### src/rtl/seq_mult_iter_pkg.sv
// mult_pkg: shared FSM state type and operand extension helper for arithmetic blocks
package mult_pkg;
  typedef enum logic [1:0] {IDLE, RUN, FINISH} mult_state_t;
  localparam int MAX_W = 64;
  // widen the low w bits of v to 2*MAX_W, replicating bit w-1 when sgn is set
  function automatic logic [2*MAX_W-1:0] extend(input logic [MAX_W-1:0] v, input int unsigned w, input logic sgn);
    logic [2*MAX_W-1:0] lo;
    lo = ((2*MAX_W)'(1) << w) - (2*MAX_W)'(1);
    return (sgn && v[6'(w - 1)]) ? ({{MAX_W{1'b0}}, v} | ~lo) : ({{MAX_W{1'b0}}, v} & lo);
  endfunction
endpackage

### src/rtl/seq_mult_iter_if.sv
// seq_mult_iter_if: start/done request bus between a master and the iterative multiplier
interface seq_mult_iter_if #(parameter int WIDTH = 32);
  logic start, is_signed, busy, done;
  logic [WIDTH-1:0] a, b;
  logic [2*WIDTH-1:0] product;
  modport master (output start, is_signed, a, b, input busy, done, product);
  modport slave (input start, is_signed, a, b, output busy, done, product);
endinterface

### src/rtl/seq_mult_iter_step.sv
// seq_mult_step: one shift-add iteration, adds or subtracts b_ext<<cnt when the multiplier bit is set
module seq_mult_step #(
  parameter int WIDTH = 32,
  localparam int CNT_W = $clog2(WIDTH)
) (
  input  logic [2*WIDTH-1:0] i_acc,
  input  logic [2*WIDTH-1:0] i_b_ext,
  input  logic [CNT_W-1:0]   i_cnt,
  input  logic               i_bit,
  input  logic               i_sub,
  output logic [2*WIDTH-1:0] o_acc
);
  logic [2*WIDTH-1:0] w_pp;
  assign w_pp = i_b_ext << i_cnt;
  assign o_acc = !i_bit ? i_acc : i_sub ? i_acc - w_pp : i_acc + w_pp;
endmodule

### src/rtl/seq_mult_iter.sv
// seq_mult_iter: iterative radix-2 shift-add multiplier, signed or unsigned per operation
module seq_mult_iter import mult_pkg::*; #(
  parameter int WIDTH = 32,
  localparam int CNT_W = $clog2(WIDTH)
) (
  input logic            clk,
  input logic            rst_n,
  seq_mult_iter_if.slave s
);
  mult_state_t r_state, w_next;
  logic [WIDTH-1:0] r_a;
  logic [2*WIDTH-1:0] r_b_ext, r_acc, r_prod, w_acc_nxt, w_b_ext;
  logic [CNT_W-1:0] r_cnt;
  logic r_sgn, w_accept, w_last;
  assign w_accept = s.start && r_state != RUN;
  assign w_last = r_cnt == CNT_W'(WIDTH - 1);
  assign w_b_ext = (2*WIDTH)'(extend(MAX_W'(s.b), WIDTH, s.is_signed));
  assign s.busy = r_state == RUN;
  assign s.done = r_state == FINISH;
  assign s.product = r_prod;
  always_comb begin
    w_next = w_accept ? RUN : r_state == RUN ? (w_last ? FINISH : RUN) : IDLE;
  end
  // the top partial product of a signed multiplier carries negative weight
  seq_mult_step #(.WIDTH(WIDTH)) u_step (
    .i_acc(r_acc), .i_b_ext(r_b_ext), .i_cnt(r_cnt), .i_bit(r_a[r_cnt]),
    .i_sub(r_sgn && w_last), .o_acc(w_acc_nxt)
  );
  always_ff @(posedge clk or negedge rst_n) begin
    if (!rst_n) begin
      r_state <= IDLE;
      r_a <= '0;
      r_b_ext <= '0;
      r_acc <= '0;
      r_cnt <= '0;
      r_sgn <= 1'b0;
      r_prod <= '0;
    end else begin
      r_state <= w_next;
      if (w_accept) begin
        r_a <= s.a;
        r_b_ext <= w_b_ext;
        r_acc <= '0;
        r_cnt <= '0;
        r_sgn <= s.is_signed;
      end else if (r_state == RUN) begin
        r_acc <= w_acc_nxt;
        r_cnt <= r_cnt + CNT_W'(1);
      end
      if (r_state == RUN && w_last) r_prod <= w_acc_nxt;
    end
  end
endmodule

### src/flat_wrapper.sv
// flat-port wrapper written by rule: the top's interface ports become plain ports
module seq_mult_iter_flat import mult_pkg::*;
#(
  parameter int WIDTH = 32,
  localparam int CNT_W = $clog2(WIDTH)
)
  (clk, rst_n, s_start, s_is_signed, s_a, s_b, s_busy, s_done, s_product);
  seq_mult_iter_if #(.WIDTH(WIDTH)) s_i ();
  input logic clk;
  input logic rst_n;
  input wire logic [$bits(s_i.start)-1:0] s_start;
  input wire logic [$bits(s_i.is_signed)-1:0] s_is_signed;
  input wire logic [$bits(s_i.a)-1:0] s_a;
  input wire logic [$bits(s_i.b)-1:0] s_b;
  output wire logic [$bits(s_i.busy)-1:0] s_busy;
  output wire logic [$bits(s_i.done)-1:0] s_done;
  output wire logic [$bits(s_i.product)-1:0] s_product;
  assign s_i.start = s_start;
  assign s_i.is_signed = s_is_signed;
  assign s_i.a = s_a;
  assign s_i.b = s_b;
  assign s_busy = s_i.busy;
  assign s_done = s_i.done;
  assign s_product = s_i.product;
  seq_mult_iter #(.WIDTH(WIDTH)) u_core (.clk(clk), .rst_n(rst_n), .s(s_i));
endmodule
### config.mk
export PLATFORM = sky130hd
export DESIGN_NAME = seq_mult_iter_flat
export DESIGN_NICKNAME = d
export VERILOG_FILES = /design/src/rtl/seq_mult_iter_pkg.sv /design/src/rtl/seq_mult_iter_if.sv /design/src/rtl/seq_mult_iter_step.sv /design/src/rtl/seq_mult_iter.sv /design/src/flat_wrapper.sv
export SDC_FILE = /design/constraint.sdc
export NUM_CORES = 1
export LEC_CHECK = 0
export CAP_MARGIN = 20
export CORE_ASPECT_RATIO = 1.1
export CORE_MARGIN = 1
export CORE_UTILIZATION = 60
export DETAILED_ROUTE_END_ITERATION = 8
export HOLD_SLACK_MARGIN = 0.05
export MAX_ROUTING_LAYER = met4
export PLACE_DENSITY = 0.9
export SLEW_MARGIN = 10
export SYNTH_ARGS = -nofsm -noshare
export SYNTH_HDL_FRONTEND = slang
export SYNTH_SLANG_ARGS = --single-unit
### constraint.sdc
create_clock -name clk -period 6.42 [get_ports clk]
set_input_delay 0.642 -clock clk [delete_from_list [all_inputs] [get_ports clk]]
set_output_delay 0.642 -clock clk [all_outputs]
set_load 0.03 [all_outputs]
==> results.toml <==
[global_routing]
antenna_found_initial = 0
globalRouteOverflowTotal = 0
grt_max_degree = 115
vias_in_the_first_global_route = 14800
wire_length_of_the_first_global_routing_pass_microns = 80300
globalRouteTotalUtil_pct = 36.5

[timing]
slew_viol_final = 0
fin_worst_skew_ps = 11.3
fmax_mhz = 161
setup_violations = 0
final_min_period_over_clock_period_pct = 96.8
max_slew_margin_pct = 29.2
time_the_final_worst_path_needs_with_i_o_delays_and_setup_ps = 6220
setup-tns-final_ps = 0
final-hold-violation-count = 0
worst_slew_pin_slew_ps = 1060

[die]
die-height_microns = 177
initial_core_util_pct = 61.5
num_io_pins = 134
rows = 63
die_area_sq_um = 28400
core_area_sq_um = 27100
die_x_microns = 161

[worst_setup_path]
setup.worst_path.start = "u_core.r_cnt[1]"
path_max_fanout = 6
critPathMaxStageDelay_ps = 650
end_kind = "register"
path_class = "register to register"
cp_num_buf_inv = 1
crit_path_start_kind = "register"
ff2ff_setup_slack_ps = 200
worst_path_max_delay_cell = "or4b_2"
ff2ff_path_depth = 23
worstReg2RegEnd = "u_core.r_acc[63]"
cell_by_cell_trace_of_the_critical_path = "buf_4 -> mux4_2 -> a2111o_1 -> a32oi_4 -> nand4_2 -> or2_4 -> or4_4 -> nor2_4 -> nand3_4 -> nand2_1 -> xnor2_1 -> ha_2 -> nor2_2 -> nor2_1 -> a41oi_2 -> o21ai_0 -> or4b_2 -> a31oi_2 -> o31a_1 -> a31oi_1 -> nor3_2 -> o21ai_1 -> a22o_1"
worst_ep_arrival_time_ps = 6630
crit_required_ps = 6840
reg2reg_from = "u_core.r_cnt[1]"
critical-path-top-delay-family = "simple AND/OR/NAND/NOR gates"

[drt]
drtAntennaViolNets = 0
drc = 0
routed_wirelength_microns = 51000
drt-pass1-iter-count = 8
via_per_inst = 6.56
initialDrtViolationCount = 1314
drt-wirelength-per-cell_microns = 21.4
dr_total_vias = 15600

[clocking]
clk-insertion-delay-late_ps = 520
clk_pin_slew_ps = 70
cts_max_path_buffers = 3
post_cts_hold_buffer_count = 0
clock_h_tree_levels = 1
clock-root-buffer = "clkbuf_16"
clock_tree_from_tritoncts = "yes"
cts_buffers = 21
clock-sinks = 201

[cells_and_area]
layout_commonest_cell = "nand2_1"
finish.utilization_pct = 72.0
area_growth_syn_to_layout_pct = 17.1
diodes = 0
mostFrequentLayoutCells = "nand2_1 (214), dfrtp_1 (197), o21ai_0 (171)"
multi_input_comb_area_sq_um = 11100
nets = 2145
post_route_cells_drive_above_1_share_pct = 15.7
regArea_sq_um = 5040
final.fill_count = 2033

[synthesis]
main_area_contributors_after_synthesis = "dfrtp_1 (30%), mux2_2 (5.7%), mux4_2 (5.7%)"
synth.ff_latch_count = 201
mappedNetlistNets = 2030
netlist.area_leader.share_pct = 30.2
netlist-cell-type-count = 91
syn-cell-area_sq_um = 16700
synth_top_cell_by_area = "dfrtp_1"
ys_async_rst_share_pct = 100
postSynthAreaPerCell_sq_um = 8.79
postSynthCellCount = 1895
postSynth.topFlopCell = "dfrtp_1"
yosysWarnings = 0
count_of_flip_flops_with_a_built_in_enable_after_synthesis = 0
synth_sequential_area_ratio_pct = 30.2

[placement]
finalWeightedCongestion = 1.04
place.detailed.hpwl_microns = 38200
port-buffer-count = 133

[hold_path]
hold_class = "input port to asynchronous set/reset pin"

[job]
drv.max_cap_violation_count = 0

[outcome]
outcome = "finished, final reports clean"
cells in the mapped netlist, types with 5 or more instances:
| cell type | instances |
|---|---|
| dfrtp_1 | 201 |
| a21o_1 | 38 |
| nor2_1 | 128 |
| o31a_1 | 5 |
| a211oi_1 | 11 |
| nor2b_1 | 17 |
| mux2_2 | 84 |
| a22oi_1 | 5 |
| inv_1 | 28 |
| buf_1 | 17 |
| a311oi_1 | 6 |
| nand4_1 | 20 |
| o21a_1 | 13 |
| and3_1 | 17 |
| o41ai_1 | 5 |
| nand2_1 | 217 |
| o21bai_1 | 12 |
| mux2i_1 | 89 |
| or2_2 | 9 |
| nand3_1 | 58 |
| nand2b_1 | 12 |
| a21oi_1 | 151 |
| xor2_1 | 54 |
| mux4_2 | 42 |
| and4_1 | 6 |
| o31ai_1 | 9 |
| o22ai_1 | 16 |
| a221oi_1 | 14 |
| buf_6 | 6 |
| and2_1 | 19 |
| o211ai_1 | 8 |
| clkbuf_1 | 94 |
| a41oi_1 | 5 |
| nor3_1 | 21 |
| a31oi_1 | 29 |
| a22o_1 | 29 |
| o21ai_0 | 172 |
| ha_1 | 66 |
| xnor2_1 | 64 |
| buf_2 | 14 |
worst register-to-register path, cell delays in order (launching register included):
cell      delay (ps)
dfrtp_4          450
buf_4            170
mux4_2           570
a2111o_1         510
a32oi_4          320
nand4_2          160
or2_4            280
or4_4            570
nor2_4           160
nand3_4          120
nand2_1          100
xnor2_1          180
ha_2             370
nor2_2           120
nor2_1            70
a41oi_2          220
o21ai_0          150
or4b_2           650
a31oi_2          200
o31a_1           180
a31oi_1           60
nor3_2           230
o21ai_1           90
a22o_1           190
per-stage QoR:
step / hold WS [ps] / cell area (sq um) / worst slack (ps) / cells
after floorplan: 346 / 16700 / 602 / 1895
after global placement: 463 / 18600 / 206 / 2334
after CTS: 172 / 19300 / 66.7 / 2372
final: 138 / 19500 / 203 / 2382
after detailed placement: 469 / 18600 / 73.2 / 2334
after global routing: 214 / 19500 / -111 / 2382
worst max path at each step:
stage | slack (ps) | end | cells past startpoint
finish | 200 | u_core.r_acc[63] | 23
global route | -110 | u_core.r_acc[63] | 23
CTS | 70 | u_core.s.product[55] | 24
detailed placement | 70 | u_core.r_acc[63] | 23
global placement | 210 | u_core.r_acc[63] | 23
floorplan | 600 | u_core.r_acc[63] | 24
logic make-up (layout without fill, tap and decap cells):
group / after synthesis / count (layout) / synth area share [%]
fa+ha+maj: 67 / 67 / 5.08
flops: 201 / 201 / 30.2
compound gates: 577 / 577 / 21.9
xor+xnor: 118 / 118 / 6.20
simple gates: 550 / 550 / 15.5
buf+inv: 165 / 295 / 4.16
mux: 217 / 217 / 17.0
area by class of cell:
type | count | area share, %
sequential | 201 | 25.8
inverter | 31 | 0.596
clock inverter | 14 | 0.840
clock buffer | 24 | 2.90
tap | 357 | 2.29
multi-input combinational | 1529 | 56.7
timing repair buffer | 226 | 10.8
flip-flops by register name, indices dropped and copies added, names as in the netlist:
register / cells
u_core.r_cnt: 5
u_core.r_state: 2
u_core.r_b_ext: 33
u_core.r_acc: 64
u_core.r_sgn: 1
u_core.r_a: 32
u_core.s.product: 64
timing repair:
item | 4_1_cts | 5_1_grt
setup buffers | 0 | 10
resized for setup | 0 | 27
setup endpoints to repair | 0 | 19
metal layers:
metal	GRT usage (%)	part of all wire (%)	vias to the layer above	routed length (microns)
li1	-	-	7231	-
met5	-	0	-	0
met2	58.6	47	672	24200
met1	48.1	42	7596	21700
met3	3.19	6.3	122	3220
met4	14.2	3.8	0	1960
Power is left out: the tool's default activity adds up to more than one toggle a clock period on the data nets, which glitch-free logic cannot reach.
